File: src/rtl/vga_sync_gen_pkg.sv
// Shared raster timing constants for the pong display path.
// Every glyph, sprite and paddle renderer uses the same coordinate width and type.
package vga_timing_pkg;

    localparam int COORD_W = 10;
    typedef logic [COORD_W-1:0] coord_t;

    // Default 640x480@60 timing, using a 25 MHz pixel clock derived from a 100 MHz board clock.
    localparam int CLK_DIV_DEF   = 4;
    localparam int H_DISPLAY_DEF = 640;
    localparam int H_FRONT_DEF   = 16;
    localparam int H_SYNC_DEF    = 96;
    localparam int H_BACK_DEF    = 48;
    localparam int V_DISPLAY_DEF = 480;
    localparam int V_FRONT_DEF   = 10;
    localparam int V_SYNC_DEF    = 2;
    localparam int V_BACK_DEF    = 33;
    localparam bit SYNC_POL_DEF  = 1'b0;

    localparam int H_TOTAL_DEF = H_DISPLAY_DEF + H_FRONT_DEF + H_SYNC_DEF + H_BACK_DEF;
    localparam int V_TOTAL_DEF = V_DISPLAY_DEF + V_FRONT_DEF + V_SYNC_DEF + V_BACK_DEF;

    localparam int H_SYNC_START_DEF = H_DISPLAY_DEF + H_FRONT_DEF;
    localparam int H_SYNC_END_DEF   = H_SYNC_START_DEF + H_SYNC_DEF;
    localparam int V_SYNC_START_DEF = V_DISPLAY_DEF + V_FRONT_DEF;
    localparam int V_SYNC_END_DEF   = V_SYNC_START_DEF + V_SYNC_DEF;

    // Half-open window test: the result is true when lo <= v < hi.
    function automatic logic in_window(input coord_t v, input coord_t lo, input coord_t hi);
        return (v >= lo) && (v < hi);
    endfunction

endpackage

File: src/rtl/vga_sync_gen_pixel_tick_gen.sv
// Board-clock to pixel-rate divider.
// The wrap_o output is combinational and lets the raster counters step on the same edge that p_tick_o rises.
module pixel_tick_gen #(
    parameter int CLK_DIV = 4
) (
    input  logic clk,
    input  logic rst_n,
    output logic p_tick_o,
    output logic wrap_o
);

    localparam int DIV_W = (CLK_DIV > 1) ? $clog2(CLK_DIV) : 1;
    localparam logic [DIV_W-1:0] DIV_LAST = DIV_W'(CLK_DIV - 1);

    logic [DIV_W-1:0] div_q, div_d;
    logic             p_tick_q;

    assign wrap_o   = (div_q == DIV_LAST);
    assign div_d    = wrap_o ? '0 : div_q + DIV_W'(1);
    assign p_tick_o = p_tick_q;

    // NOTE: state registers use non-blocking assignments, so every flop samples values from before the edge.
    always_ff @(posedge clk or negedge rst_n) begin
        if (!rst_n) begin
            div_q    <= '0;
            p_tick_q <= 1'b0;
        end else begin
            div_q    <= div_d;
            p_tick_q <= wrap_o;
        end
    end

endmodule

File: src/rtl/vga_sync_gen.sv
// Raster timing generator: pixel-rate x/y scan counters with registered syncs, video_on and frame_tick.
// Both totals must stay <= 1024 to fit the 10-bit coordinate bus.
module vga_sync_gen
    import vga_timing_pkg::*;
#(
    parameter int CLK_DIV   = CLK_DIV_DEF,
    parameter int H_DISPLAY = H_DISPLAY_DEF,
    parameter int H_FRONT   = H_FRONT_DEF,
    parameter int H_SYNC    = H_SYNC_DEF,
    parameter int H_BACK    = H_BACK_DEF,
    parameter int V_DISPLAY = V_DISPLAY_DEF,
    parameter int V_FRONT   = V_FRONT_DEF,
    parameter int V_SYNC    = V_SYNC_DEF,
    parameter int V_BACK    = V_BACK_DEF,
    parameter bit SYNC_POL  = SYNC_POL_DEF
) (
    input  logic               clk,
    input  logic               rst_n,
    output logic               p_tick,
    output logic [COORD_W-1:0] x,
    output logic [COORD_W-1:0] y,
    output logic               hsync,
    output logic               vsync,
    output logic               video_on,
    output logic               frame_tick
);

    localparam int H_TOTAL = H_DISPLAY + H_FRONT + H_SYNC + H_BACK;
    localparam int V_TOTAL = V_DISPLAY + V_FRONT + V_SYNC + V_BACK;

    localparam coord_t H_LAST   = coord_t'(H_TOTAL - 1);
    localparam coord_t V_LAST   = coord_t'(V_TOTAL - 1);
    localparam coord_t H_VIS    = coord_t'(H_DISPLAY);
    localparam coord_t V_VIS    = coord_t'(V_DISPLAY);
    localparam coord_t HS_START = coord_t'(H_DISPLAY + H_FRONT);
    localparam coord_t HS_END   = coord_t'(H_DISPLAY + H_FRONT + H_SYNC);
    localparam coord_t VS_START = coord_t'(V_DISPLAY + V_FRONT);
    localparam coord_t VS_END   = coord_t'(V_DISPLAY + V_FRONT + V_SYNC);

    logic   pix_wrap;
    coord_t x_q, x_d, y_q, y_d;
    logic   hsync_q, vsync_q, video_on_q, frame_tick_q;
    logic   end_of_frame;

    pixel_tick_gen #(.CLK_DIV(CLK_DIV)) u_tick (
        .clk      (clk),
        .rst_n    (rst_n),
        .p_tick_o (p_tick),
        .wrap_o   (pix_wrap)
    );

    // NOTE: every signal gets a default first, so no path through this block can infer a latch.
    always_comb begin
        x_d          = x_q;
        y_d          = y_q;
        end_of_frame = pix_wrap && (x_q == H_LAST) && (y_q == V_LAST);
        if (pix_wrap) begin
            if (x_q == H_LAST) begin
                x_d = '0;
                y_d = (y_q == V_LAST) ? '0 : y_q + 1'b1;
            end else begin
                x_d = x_q + 1'b1;
            end
        end
    end

    // The decodes use the next counter values, so the syncs and video_on change on the same edge as x/y.
    always_ff @(posedge clk or negedge rst_n) begin
        if (!rst_n) begin
            x_q          <= '0;
            y_q          <= '0;
            hsync_q      <= ~SYNC_POL;
            vsync_q      <= ~SYNC_POL;
            video_on_q   <= 1'b0;
            frame_tick_q <= 1'b0;
        end else begin
            x_q          <= x_d;
            y_q          <= y_d;
            hsync_q      <= in_window(x_d, HS_START, HS_END) ? SYNC_POL : ~SYNC_POL;
            vsync_q      <= in_window(y_d, VS_START, VS_END) ? SYNC_POL : ~SYNC_POL;
            video_on_q   <= (x_d < H_VIS) && (y_d < V_VIS);
            frame_tick_q <= end_of_frame;
        end
    end

    assign x          = x_q;
    assign y          = y_q;
    assign hsync      = hsync_q;
    assign vsync      = vsync_q;
    assign video_on   = video_on_q;
    assign frame_tick = frame_tick_q;

endmodule

File: config.mk
export PLATFORM = sky130hd
export DESIGN_NAME = vga_sync_gen
export DESIGN_NICKNAME = d
export VERILOG_FILES = /design/src/rtl/vga_sync_gen_pkg.sv /design/src/rtl/vga_sync_gen_pixel_tick_gen.sv /design/src/rtl/vga_sync_gen.sv
export SDC_FILE = /design/constraint.sdc
export NUM_CORES = 1
export LEC_CHECK = 0
export CORE_MARGIN = 4
export CORE_UTILIZATION = 46
export DETAILED_ROUTE_END_ITERATION = 8
export PLACE_DENSITY = 0.74
export SLEW_MARGIN = 10
export SYNTH_ARGS = -nofsm -noshare
export SYNTH_HDL_FRONTEND = slang
export SYNTH_SLANG_ARGS = --single-unit
File: constraint.sdc
create_clock -name clk -period 1.96 [get_ports clk]
set_input_delay 0.392 -clock clk [delete_from_list [all_inputs] [get_ports clk]]
set_output_delay 0.392 -clock clk [all_outputs]
set_load 0.01 [all_outputs]
==> qor.csv, run 1 <==
metric,value,unit
outcome,"complete, but fails checks",
violations,setup timing,
arrival,2240,ps
clock-sinks,27,
tns,-64.0,ps
worst_pin_slew,447,ps
synth_fp_nets,152,
mappedNetlistArea,0.00148,mm2
first_global_vias,1351,
routedWlPerCell,15.3,um
maxCapViolations,0,
worstPathCellList,"or4b_4, buf_4, nor3_4, buf_4, buf_4, buf_4, o2111ai_1, o21ai_1, nand4_1",
num_vias,1317,
vias_per_cell,5.44,
synth_area_leaders,"dfrtp_1 (42%), xnor2_1 (4.7%), dfstp_2 (3.6%)",
ys_seq_area_frac,0.459,
layout.nets,205,
root_buffer,clkbuf_4,
setup.worst_path.start,x[7]$_DFF_PN0_,
cts_buffer_depth,2,
required,2220,ps
clock_power_share,0.300,
rrSetupSlack,-20,ps
dp_slack,-37.9,ps
p_leak,0.000853,uW
crit_top_cell,buf_4,
path_buf_inv,4,
grt_max_degree,28,
htree_levels,1,
post-route-period-util,1.01,
drtIter0Drc,72,
routed_wl,3.70,mm
detail-route-antenna-nets,0,
final-hold-violation-count,0,
dieWidth,64.7,um
power.internal,637,uW
io_buffers,26,
fin_cells,242,
die_y,64.7,um
fin_area,0.00209,mm2
first_pass_iters,4,
async_reset_ff_frac,1.00,
yosys_warnings,0,
setup_viol,4,
report.final.slew_viol_count,0,
skew,9.09,ps
min_period,1980,ps
synth-edff-count,0,
ioPinCount,27,
area_growth,41.7,%
synth_cells,146,
power_frac_comb,0.017,
diodes,0,
hold_buffers,0,
dp_cells,234,
r2r-end,vsync$_DFF_PN1_,
layout_setup_ws,-23.8,ps
grt_pass1_wl,6.41,mm
cts_tree,done,
dp_hpwl,2.68,mm
ir_drop,0.332,mV
cp_slowest_cell,or4b_4,
cts_buffers,3,
worst-path-stages,9,
crit_type,reg2reg,
grtUsageTotal,0.196,
relSlewSlack,0.699,
reg2reg_depth,9,
switching_share,0.219,
overflow,0,
switchingPower,179,uW
critPathTopFamily,simple AND/OR/NAND/NOR gates,
cp-endpoint,vsync$_DFF_PN1_,
clk_latency,320,ps
rsz0062_at_grt,true,
cellPowerDensity,389,mW/mm2
coreArea,0.00305,mm2
regToRegStartpoint,x[7]$_DFF_PN0_,
seq_power_share,0.683,
synth.distinct_cells,43,
syn-mean-instance-area,10.1,um2
dpl_cell_area,0.00195,mm2
end_kind,register,
startpoint_type,register,
max_stage_delay,530,ps
gp_congestion,0.884,
hold_slack,409,ps
initial_core_util,0.484,
synth_area_leader_cell,dfrtp_1,
drcViolationCount,0,
fmax,0.504,GHz
antenna_found_initial,0,
synth_top_area_frac,0.423,
yosysMostFrequentCell,dfrtp_1,
hold_class,in2async,
synth_seq_cells,27,
synth-main-ff-cell,dfrtp_1,
clkSlewWorstSetupHoldPaths,150,ps
design.die.area,0.00418,mm2
num_rows,20,
crit_path_max_fanout,3,
yosys-top-cells-count,"dfrtp_1 (25), nand2_1 (13), nand3_1 (10), nor2_1 (9)",
drive_gt1_frac,0.283,
[cell usage in the layout, fill, tap and decap left out, types with 3 or more instances in the layout]
cell type,n
buf_4,23
dfrtp_1,22
xnor2_1,8
dfrtp_2,3
o21ai_0,3
nor2_1,9
inv_1,5
nor3_2,3
nand4_1,8
xor2_1,4
nor4_1,3
nand2_1,13
ha_1,4
nand3_1,10
clkdlybuf4s50_1,26
o21ai_1,5
buf_6,5
clkbuf_4,3
[layout make-up]
type | count | area, um2
fill | 240 | 958
multi-input combinational | 108 | 822
sequential | 27 | 682
timing repair buffer | 54 | 489
tap | 44 | 55.1
clock buffer | 3 | 22.5
inverter | 5 | 18.8
clock inverter | 1 | 5.00
[power groups by stage]
stage	Combinational (uW)	Clock, uW	Sequential (uW)
final	13.8	245	557
after global routing	16.3	283	558
after CTS	14.8	254	558
after detailed placement	14.9	0	568
after global placement	14.7	0	568
after floorplan	0.000262	0	568
[timing repair]
| item | 4_1_cts | 5_1_grt |
|---|---|---|
| gates resized for setup | 10 | 11 |
| endpoints found under the hold margin | 0 | 0 |
| pin swaps | 7 | 4 |
| setup endpoints to repair | 5 | 7 |
| buffers inserted | 1 | 3 |
[worst min path at each step]
stage,slack [ps],from,cells after the start,end
4_1_cts,420,rst_n,2,y[1]$_DFF_PN0_
2_1_floorplan,100,rst_n,0,frame_tick$_DFF_PN0_
3_5_place_dp,420,u_tick.div_q[0]$_DFF_PN0_,1,u_tick.div_q[0]$_DFF_PN0_
3_3_place_gp,410,u_tick.div_q[0]$_DFF_PN0_,1,u_tick.div_q[0]$_DFF_PN0_
6_report,410,rst_n,2,y[1]$_DFF_PN0_
5_1_grt,410,rst_n,2,y[1]$_DFF_PN0_
[flip-flops by register name (all words and copies together) (netlist names)]
register / cells
u_tick.div_q: 2
y: 10
u_tick.p_tick_o: 1
frame_tick: 1
video_on: 1
x: 10
hsync: 1
vsync: 1
[kinds of logic (layout without fill, tap and decap cells)]
kind of cell    Yosys count  after routing  share of synthesized area
compound gates           24             24                      0.131
xor+xnor                 12             12                     0.0711
simple gates             67             67                      0.265
flops                    27             27                      0.459
mux                       1              1                    0.00677
buf+inv                  11             63                     0.0330
fa+ha+maj                 4              4                     0.0339
[metrics by stage]
stage	util	power, uW
2_1_floorplan	-	568
3_3_place_gp	0.639	582
3_5_place_dp	0.639	583
4_1_cts	0.665	826
5_1_grt	0.686	857
6_report	0.686	816
[per-layer routing]
layer,global-route usage,vias up,part of all wire
li1,-,635,-
met1,0.256,629,0.43
met2,0.323,47,0.50
met3,0.0364,6,0.052
met4,0.0712,0,0.016
met5,0,-,0
Power figures use the tool's default switching activity.
==> inputs of run 2 (changes only) <==
Settings changed: REMOVE_ABC_BUFFERS from default to 1.
==> qor.csv, run 2 (synthesis gave the netlist of run 1 again) <==
metric,value,unit,change
maxCapViolations,0,,unchanged
grt_pass1_wl,6.59,mm,+2.8%
antenna_found_initial,0,,unchanged
relSlewSlack,0.665,,-0.0337
ioPinCount,27,,unchanged
first_pass_iters,4,,unchanged
drcViolationCount,0,,unchanged
hold_class,in2async,,
layout_setup_ws,-18.9,ps,+4.89 ps
wl_met3,177,um,-7.8%
drtIter0Drc,85,,+18%
first_global_vias,1512,,+12%
design.die.area,0.00418,mm2,unchanged
dpl_cell_area,0.00196,mm2,+0.45%
end_kind,register,,
outcome,"complete, but fails checks",,
fin_cells,245,,+1.2%
rsz0062_at_grt,true,,
num_vias,1392,,+5.7%
arrival,2220,ps,-20 ps
final-hold-violation-count,0,,unchanged
initial_core_util,0.484,,unchanged
crit_type,reg2reg,,
gp_congestion,0.832,,-6.0%
cts_buffer_depth,2,,unchanged
violations,setup timing,,
grt_max_degree,28,,unchanged
seqCellArea,679,um2,-0.37%
overflow,0,,unchanged
grtUsageTotal,0.199,,+0.00302
root_buffer,clkbuf_4,,
worstPathCellList,"or4b_4, or3_4, buf_6, a21oi_4, a2bb2oi_2, nand4_1",,
post-route-period-util,1.01,,-0.00249
detail-route-antenna-nets,0,,unchanged
clock-sinks,27,,unchanged
layout_common_cells,"buf_4 (26), clkdlybuf4s50_1 (25), dfrtp_1 (24)",,
worst_pin_slew,497,ps,+50.0 ps
routed_wl,3.78,mm,+2.2%
multi_input_area,823,um2,+0.15%
min_period,1980,ps,-4.89 ps
cts_tree,done,,
coreArea,0.00305,mm2,unchanged
fin_util,0.694,,+0.00779
fmax,0.505,GHz,+0.25%
nFillCells,250,,+4.2%
required,2200,ps,-20 ps
startpoint_type,register,,
skew,12.1,ps,+3.01 ps
final_common_cell,buf_4,,
drt-met1-wl,1.58,mm,-0.69%
p_leak,0.000884,uW,+3.6%
top_layer,met4,,
max_stage_delay,520,ps,about the same
htree_levels,1,,unchanged
cellPowerDensity,383,mW/mm2,-1.6%
layout.nets,208,,+1.5%
cts_buffers,3,,unchanged
clkSlewWorstSetupHoldPaths,150,ps,about the same
wl_met2,1.98,mm,+6.7%
io_buffers,26,,unchanged
routedWlPerCell,15.4,um,+0.99%
dieWidth,64.7,um,unchanged
report.final.slew_viol_count,0,,unchanged
area_growth,43.4,%,
setup_viol,2,,-2
clk_latency,330,ps,about the same
drive_gt1_frac,0.284,,+0.000754
num_rows,20,,unchanged
setup.worst_path.start,x[6]$_DFF_PN0_,,
hold_buffers,0,,unchanged
fin_area,0.00212,mm2,+1.1%
ir_drop,0.221,mV,-33%
die_y,64.7,um,unchanged
dp_hpwl,2.83,mm,+5.5%
vias_per_cell,5.68,,+4.4%
hold_slack,407,ps,-1.34 ps
regToRegStartpoint,x[6]$_DFF_PN0_,,
diodes,0,,unchanged
crit_path_max_fanout,8,,+5
cp_slowest_cell,or4b_4,,
dp_cells,236,,+0.85%
-- run 2: layout make-up --
class	instances	share of cell area
Inverter	5	0.00886
Clock inverter	1	0.00236
Timing Repair Buffer	57	0.243
Sequential cell	27	0.321
Multi-Input combinational cell	108	0.389
Clock buffer	3	0.0106
Tap cell	44	0.0260
-- run 2: final timing paths --
| check | end | slack [ps] | cells past startpoint |
|---|---|---|---|
| max | vsync$_DFF_PN1_ | -20 | 6 |
| min | y[0]$_DFF_PN0_ | 410 | 2 |
| max reg2reg | vsync$_DFF_PN1_ | -20 | 6 |
| min reg2reg | u_tick.div_q[0]$_DFF_PN0_ | 440 | 1 |
| max in group asynchronous | hsync$_DFF_PN1_ | 1230 | 2 |
| min in group clk | u_tick.div_q[0]$_DFF_PN0_ | 440 | 1 |
-- run 2: worst max-delay path, delay by kind of cell, from the launching register on --
family                 cells  cell delay (ps)
buffers and inverters      1              150
DFF                        1              420
AOI/OAI and AO/OA          2              290
and+or+nand+nor            3             1040
-- run 2: repair_timing --
action                     CTS  global route
pin swaps                    7             5
buffers inserted             5             0
setup endpoints to repair    6             8
gates resized for setup     10            12
cloned                       0             0
-- run 2: through the flow --
step | setup slack (ps) | power [uW] | setup TNS, ps
after CTS | -47.7 | 823 | -91.4
final | -18.9 | 812 | -27.3
after floorplan | -112 | 568 | -116
after global routing | -97.9 | 861 | -282
after global placement | 13.3 | 582 | 0
after detailed placement | -17.7 | 582 | -17.7
-- run 2: power breakdown --
part           leakage [uW]  switching [uW]  internal, uW
registers          0.000349               0           557
clock network     0.0000177             164          76.4
logic              0.000517            10.6          3.04
total              0.000884             175           637
-- run 2: routing by layer --
layer / global-route usage / vias up
li1: - / 645
met1: 0.228 / 695
met2: 0.363 / 46
met3: 0.0381 / 6
met4: 0.0739 / 0
met5: 0 / -
